File: config.mk
export PLATFORM = sky130hd
export DESIGN_NAME = vadd_seq_ctrl
export DESIGN_NICKNAME = d
export VERILOG_FILES = /design/src/rtl/vadd_seq_ctrl.sv
export SDC_FILE = /design/constraint.sdc
export NUM_CORES = 1
export LEC_CHECK = 0
export ABC_AREA = 1
export BUFFER_PORTS_ARGS = -buffer_cell sky130_fd_sc_hd__buf_4
export CAP_MARGIN = 15
export CORE_AREA = 2 2 614 616
export DETAILED_ROUTE_END_ITERATION = 16
export DIE_AREA = 0 0 616 618
export GPL_TIMING_DRIVEN = 0
export PLACE_DENSITY_LB_ADDON = 0.05
export SKIP_LAST_GASP = 1
export SLEW_MARGIN = 20
export SYNTH_ARGS = -nofsm -noshare
export SYNTH_HDL_FRONTEND = slang
export SYNTH_SLANG_ARGS = --single-unit
File: constraint.sdc
create_clock -name clk1 -period 5.8 [get_ports clk1]
set_clock_uncertainty 0.05 [all_clocks]
set_input_delay 0.29 -clock clk1 [delete_from_list [all_inputs] [get_ports clk1]]
set_output_delay 0.29 -clock clk1 [all_outputs]
set_load 0.01 [all_outputs]
File: src/rtl/vadd_seq_ctrl.sv
// vadd_seq_ctrl: issue/collect controller for the serial 16-lane vector adder.
// Accepts one operand pair, holds the adder's level start high until done
// or timeout, drains the adder back to idle, then offers the captured result.
module vadd_seq_ctrl #(
    parameter int WIDTH     = 256,
    parameter int TIMEOUT   = 15,
    parameter int DRAIN_CYC = 1
) (
    input  logic             clk1,
    input  logic             rst,
    input  logic             in_valid,
    output logic             in_ready,
    input  logic [WIDTH-1:0] in_a,
    input  logic [WIDTH-1:0] in_b,
    output logic             out_valid,
    input  logic             out_ready,
    output logic [WIDTH-1:0] out_sum,
    output logic             out_ovf,
    output logic             out_err,
    output logic             unit_start,
    output logic [WIDTH-1:0] unit_a,
    output logic [WIDTH-1:0] unit_b,
    input  logic [WIDTH-1:0] unit_sum,
    input  logic             unit_ovf,
    input  logic             unit_done,
    output logic             busy,
    output logic [15:0]      op_count
);

    typedef enum logic [1:0] {
        IDLE  = 2'd0,
        RUN   = 2'd1,
        DRAIN = 2'd2,
        HOLD  = 2'd3
    } state_t;

    // The timeout fires on the edge where the incremented wait count hits
    // TIMEOUT, i.e. TIMEOUT edges after the accept edge.
    localparam logic [7:0] TIMEOUT_VAL = 8'(TIMEOUT);
    localparam logic [2:0] DRAIN_LAST  = 3'(DRAIN_CYC - 1);

    state_t     state;
    logic [7:0] wait_cnt;
    logic [2:0] drain_cnt;

    // Single registered FSM: every output is a flop updated here.
    always_ff @(posedge clk1) begin
        if (rst) begin
            state      <= IDLE;
            in_ready   <= 1'b1;
            out_valid  <= 1'b0;
            out_sum    <= '0;
            out_ovf    <= 1'b0;
            out_err    <= 1'b0;
            unit_start <= 1'b0;
            unit_a     <= '0;
            unit_b     <= '0;
            busy       <= 1'b0;
            op_count   <= 16'd0;
            wait_cnt   <= 8'd0;
            drain_cnt  <= 3'd0;
        end else begin
            case (state)
                IDLE: begin
                    if (in_valid && in_ready) begin
                        unit_a     <= in_a;
                        unit_b     <= in_b;
                        wait_cnt   <= 8'd0;
                        unit_start <= 1'b1;
                        in_ready   <= 1'b0;
                        busy       <= 1'b1;
                        state      <= RUN;
                    end
                end
                RUN: begin
                    wait_cnt <= wait_cnt + 8'd1;
                    if (unit_done) begin
                        out_sum    <= unit_sum;
                        out_ovf    <= unit_ovf;
                        out_err    <= 1'b0;
                        unit_start <= 1'b0;
                        drain_cnt  <= 3'd0;
                        op_count   <= op_count + 16'd1;
                        state      <= DRAIN;
                    end else if ((wait_cnt + 8'd1) == TIMEOUT_VAL) begin
                        out_sum    <= '0;
                        out_ovf    <= 1'b0;
                        out_err    <= 1'b1;
                        unit_start <= 1'b0;
                        drain_cnt  <= 3'd0;
                        op_count   <= op_count + 16'd1;
                        state      <= DRAIN;
                    end
                end
                DRAIN: begin
                    if (drain_cnt == DRAIN_LAST) begin
                        out_valid <= 1'b1;
                        state     <= HOLD;
                    end else begin
                        drain_cnt <= drain_cnt + 3'd1;
                    end
                end
                HOLD: begin
                    if (out_ready) begin
                        out_valid <= 1'b0;
                        in_ready  <= 1'b1;
                        busy      <= 1'b0;
                        state     <= IDLE;
                    end
                end
                default: state <= IDLE;
            endcase
        end
    end

endmodule

Word level (Yosys, flattened, before mapping) --
Cells that the tools add are included.
Storage, ports and cells: output and inout port bits 790, RAM bits 0, memories kept 0, input bits 774, bits in registers 803, memory bits (read-only) 0, latch bits 0, word-level logic and storage cells 71
Cells by class: add/sub/neg operators 3, reduce and logical (&&, ||, !) cells 16, multiply operators 0, mux-type cells 30, $lt $le $gt $ge 0, shifts and indexed selects 0, bitwise gates (word level) 0, equal/unequal tests 9, div/mod/pow operators 0
Operators by type and width (number):
- 2-to-1 mux 256 bit | 2
- 2-to-1 mux 16 bit | 2
- adder 16 x 1 -> 16 bit, second input constant | 1
- one-hot mux 8 bit (2 select lines) | 1
- AND reduction 3 bit | 4
- 2-to-1 mux 1 bit | 10
- 2-to-1 mux 2 bit | 5
- nonzero test 2 bit | 5
- 2-to-1 mux 3 bit | 3
- adder 8 x 1 -> 8 bit, second input constant | 1
- equality test 8 x 4 -> 1 bit, second input constant | 1
- 2-to-1 mux 8 bit | 1
- inequality test 2 bit, second input constant | 4
- one-hot mux 1 bit (2 select lines) | 4
- one-hot mux 2 bit (4 select lines) | 1
- one-hot mux 3 bit (2 select lines) | 1
- AND reduction 2 bit | 3
- equality test 2 bit, second input constant | 2
- AND reduction 4 bit | 1
- adder 3 x 1 -> 3 bit, second input constant | 1
- logical NOT 3 bit | 1
- inequality test 3 bit, second input constant | 1
- equality test 2 x 1 -> 1 bit, second input constant | 1
- logical NOT 2 bit | 1
- logical AND 1 bit | 1

Depth between registers and ports, before layout --
word-level depth 5, gate-level depth with buffers 14, mapped depth without buffers 13

Worst setup path before layout --
OpenSTA, ideal clock, no wires.
path kind reg-to-reg, from register wait_cnt[1], to register out_sum[108], period minus slack after synthesis 1850 ps, buffers on the path 3, setup time 132 ps, data required time 5618 ps, stages on the path, launching flop included 14, slack 3950 ps, arrival 1668 ps, cell sequence dfxtp_1 ha_1 nand3_1 o21bai_1 nand2_1 nor2_1 nand3_1 nand2_1 nand2_2 buf_6 buf_8 buf_6 nand2_1 a21oi_1
On the way: word-level cells in the longest chain between the ends 4
Ends and longest elaborated chain:
- start, declared | line 43 | logic [7:0] wait_cnt;
- start signal, assigned | line 76 | wait_cnt <= wait_cnt + 8'd1;
- adder 8 x 1 -> 8 bit | line 85 | end else if ((wait_cnt + 8'd1) == TIMEOUT_VAL) begin
- equality test 8 x 4 -> 1 bit | line 85
- nonzero test 2 bit (no line)
- AND reduction 2 bit (no line)
- end signal, assigned | line 78 | out_sum <= unit_sum;
- end, declared | line 17 | output logic [WIDTH-1:0] out_sum,
Every way passes these cells. A chain may end at the register's enable or synchronous reset.

Final worst setup path --
from register state[0], to register unit_b[104]
On the way: word-level cells in the longest chain between the ends 2
Ends and longest elaborated chain:
- start, declared | line 42 | state_t state;
- start signal, assigned | line 49 | state <= IDLE;
- start signal, assigned | line 72 | state <= RUN;
- start signal, assigned | line 84 | state <= DRAIN;
- logical NOT 2 bit | line 63 | case (state)
- AND reduction 2 bit (no line)
- end signal, assigned | line 67 | unit_b <= in_b;
- end, declared | line 22 | output logic [WIDTH-1:0] unit_b,
Every way passes these cells.

==> flow_summary_export.csv <==
group,metric,value,unit
logic_synthesis,synthFlopType,"dfxtp_1",
logic_synthesis,synth_area_leader_cell,"dfxtp_1",
sta,rsz0062_at_grt,"false",
route,antenna_left,0,
clock_tree,cts_buffers,136,
setup_path,arrival,4.15,ns
floorplanning,die_w,616,um
sta,whs,0.119,ns
floorplanning,pin_count,1564,
global_routing,grt_pass1_vias,36200,
global_routing,track_usage,0.129,
setup_path,critical_path_depth,11,
logic_synthesis,yosysUniqueCellTypes,28,
power_and_ir_drop,clockPowerShare,0.331,
global_routing,grt_antenna_before_repair,130,
setup_path,max_stage_delay,0.60,ns
clock_tree,cts_resized,0,
final_layout,utilization,0.155,
floorplanning,dieArea,0.381,sq mm
clock_tree,holdBufCountCts,772,
flow_run,cap_violations,0,
clock_tree,clk_pin_slew_worst_paths,0.07,ns
global_routing,grt_start_max_net_pins,11,
logic_synthesis,synth_async_sr_flop_share,0,
sta,setup_viol,0,
setup_path,rr_worst_depth,11,
setup_path,path_delay_family,"buffers and inverters",
floorplanning,fp-row-count,225,
setup_path,crit_start,"state[0]",
setup_path,cp_max_fo,10,
sta,post-route-period-util,0.603,
run_status,outcome,"complete, no violations",
clock_tree,cts_setup_buffers,0,
setup_path,crit_buf_inv,7,
logic_synthesis,synth.top_cell.area_share,0.573,
setup_path,crit_type,"reg2reg",
final_layout,syn_to_final_growth,108,%
setup_path,crit_path_cell_trace,"inv_1 > ha_1 > inv_1 > nor3_1 > buf_2 > inv_2 > clkbuf_2 > buf_12 > clkbuf_1 > nor2_1 > nor2_1",
sta,tightest_slew,1.03,ns
clock_tree,htree_levels,4,
route,wl,256,mm
global_routing,grt_pass1_wl,335,mm
setup_path,critPathSlowestCell,"buf_2",
logic_synthesis,yosys-top-cells-count,"1054 x nor2_1, 803 x dfxtp_1, 599 x nand2_1",
clock_tree,cts_tree,"built",
placement,post-place-cells,10200,
power_and_ir_drop,vdd_ir_drop_max,170,uV
route,first_pass_iters,5,
power_and_ir_drop,pwr-share-seq,0.319,
sta,max-slew-margin-rel,0.317,
global_routing,grt_overflow_total,0,
logic_synthesis,syn-num-nets,4407,
route,wl_per_cell,22.8,um
route,drc,0,
sta,hold_viol_final,0,
power_and_ir_drop,switching_share,0.390,
power_and_ir_drop,power,0.0248,W
sta,fin_setup_tns,0,ns
logic_synthesis,netlist_instances,3624,
logic_synthesis,ys_seq_area_frac,0.573,
power_and_ir_drop,power_density,426,mW/mm^2
sta,finalMaxSlewViolations,0,
min_path,min-delay-start,"rst",
logic_synthesis,synth_edf_count,0,
power_and_ir_drop,netSwitchingPower,0.00966,W
setup_path,cp-end-kind,"flip-flop",
min_path,hold_path.class,"in2reg",
floorplanning,die-height,618,um
sta,min_period,3.50,ns
logic_synthesis,synth.most_common_cell,"nor2_1",
logic_synthesis,yosys_warnings,0,
clock_tree,clkSinkCount,803,
final_layout,drive_above_1_share,0.291,
setup_path,critPathLaunchType,"flip-flop",
floorplanning,coreArea,0.374,sq mm
min_path,min_path_cells,3,
power_and_ir_drop,internal_power,0.0151,W
clock_tree,root_buffer,"clkbuf_16",
route,post_drt_via_cell_ratio,3.05,
power_and_ir_drop,leakage,24.6,nW
power_and_ir_drop,pwr-share-comb,0.350,
route,via_count,34200,
final_layout,nets,6884,
logic_synthesis,ys_ff_latch,803,
logic_synthesis,synth_area_per_cell,7.73,sq um
placement,dp_hpwl,212,mm
setup_path,required,6.46,ns
final_layout,final_cells,11200,
placement,gp_congestion,0.767,
logic_synthesis,synth_area_leaders,"dfxtp_1 57%, nor2_1 14%, o21ai_0 9.2%, nand2_1 8.0%, a21oi_1 5.1%",
clock_tree,clockBufferDepth,4,
route,drtIter0Drc,1201,
logic_synthesis,synth_area,0.0280,sq mm
clock_tree,clock_latency,0.83,ns
placement,port_buffers,1563,
floorplanning,initial_utilization,0.0749,
setup_path,r2r_start,"state[0]",
sta,max_freq,0.286,GHz
-- area by class of cell --
| type | instances | area, sq um |
|---|---|---|
| clock inverter | 19 | 235 |
| sequential | 803 | 16100 |
| fill | 43000 | 316000 |
| buffer | 260 | 1130 |
| antenna | 37 | 92.6 |
| multi-input combinational | 2520 | 10700 |
| clock buffer | 211 | 3990 |
| tap | 4994 | 6250 |
| timing repair buffer | 2339 | 19600 |
| inverter | 41 | 155 |
-- power by group through the flow --
| stage | clock, W | combinational [W] | sequential, W |
|---|---|---|---|
| global placement | 0 | 0.00869 | 0.00804 |
| global route | 0.00887 | 0.00956 | 0.00811 |
| detailed placement | 0 | 0.00866 | 0.00805 |
| CTS | 0.00874 | 0.00922 | 0.00796 |
| floorplan | 0 | 0.00233 | 0.00841 |
| finish | 0.00821 | 0.00867 | 0.00791 |
-- cell families after synthesis --
| group | count (synthesis) | synth area share |
|---|---|---|
| AO/OA/AOI/OAI | 807 | 0.145 |
| flip-flops | 803 | 0.573 |
| AND/OR/NAND/NOR | 1689 | 0.228 |
| buffers and inverters | 301 | 0.0451 |
| adder cells (fa/ha/maj) | 9 | 0.00402 |
| XOR/XNOR | 15 | 0.00469 |
-- routing by layer --
metal / wire length (um) / share of wire / track usage
met3: 20400 / 0.080 / 0.0481
met2: 138000 / 0.54 / 0.251
met4: 7300 / 0.029 / 0.0333
met1: 89100 / 0.35 / 0.127
met5: 472 / 0.0018 / 0
-- sequential cells by signal (all words and copies together) (netlist names) --
signal	count
busy	1
drain_cnt	3
in_ready	1
op_count	16
out_err	1
out_ovf	1
out_sum	256
out_valid	1
state	2
unit_a	256
unit_b	256
unit_start	1
wait_cnt	8
-- final timing paths --
| kind | endpoint | slack, ns |
|---|---|---|
| max | unit_b[104] | 2.30 |
| min | out_valid | 0.12 |
| max reg2reg | unit_b[104] | 2.30 |
| min reg2reg | out_sum[157] | 0.41 |
-- placed cells by master, fill, tap and decap left out, drive strengths merged --
| cell type | synthesis | layout |
|---|---|---|
| or2 | 1 | 1 |
| o21ai | 519 | 519 |
| inv | 38 | 46 |
| a21oi | 285 | 285 |
| nor2 | 1055 | 1055 |
| dfxtp | 803 | 803 |
| clkinv | 3 | 12 |
| xor2 | 9 | 9 |
| nand2 | 600 | 600 |
| nor3 | 8 | 8 |
| ha | 9 | 9 |
| xnor2 | 6 | 6 |
| dlygate4sd3 | 0 | 772 |
| clkbuf | 227 | 438 |
| buf | 33 | 1600 |
| a311oi | 1 | 1 |
| nand4 | 4 | 4 |
| nor3b | 1 | 1 |
| nand3 | 20 | 20 |
| o21bai | 2 | 2 |
| bufinv | 0 | 2 |
| diode | 0 | 37 |
-- worst register-to-register path: stages (launching register included) --
cell and delay [ns]:
dfxtp_1 0.32, inv_1 0.10, ha_1 0.17, inv_1 0.10, nor3_1 0.28, buf_2 0.60
inv_2 0.38, clkbuf_2 0.30, buf_12 0.20, clkbuf_1 0.32, nor2_1 0.46, nor2_1 0.09
-- metrics by stage --
| step | setup WS, ns | instance area, sq um |
|---|---|---|
| after detailed placement | 1.77 | 46100 |
| final | 2.30 | 58200 |
| after floorplan | 3.95 | 28000 |
| after global placement | 1.15 | 46000 |
| after CTS | 1.71 | 58100 |
| after global routing | 1.73 | 58100 |
Power figures use the tool's default switching activity.
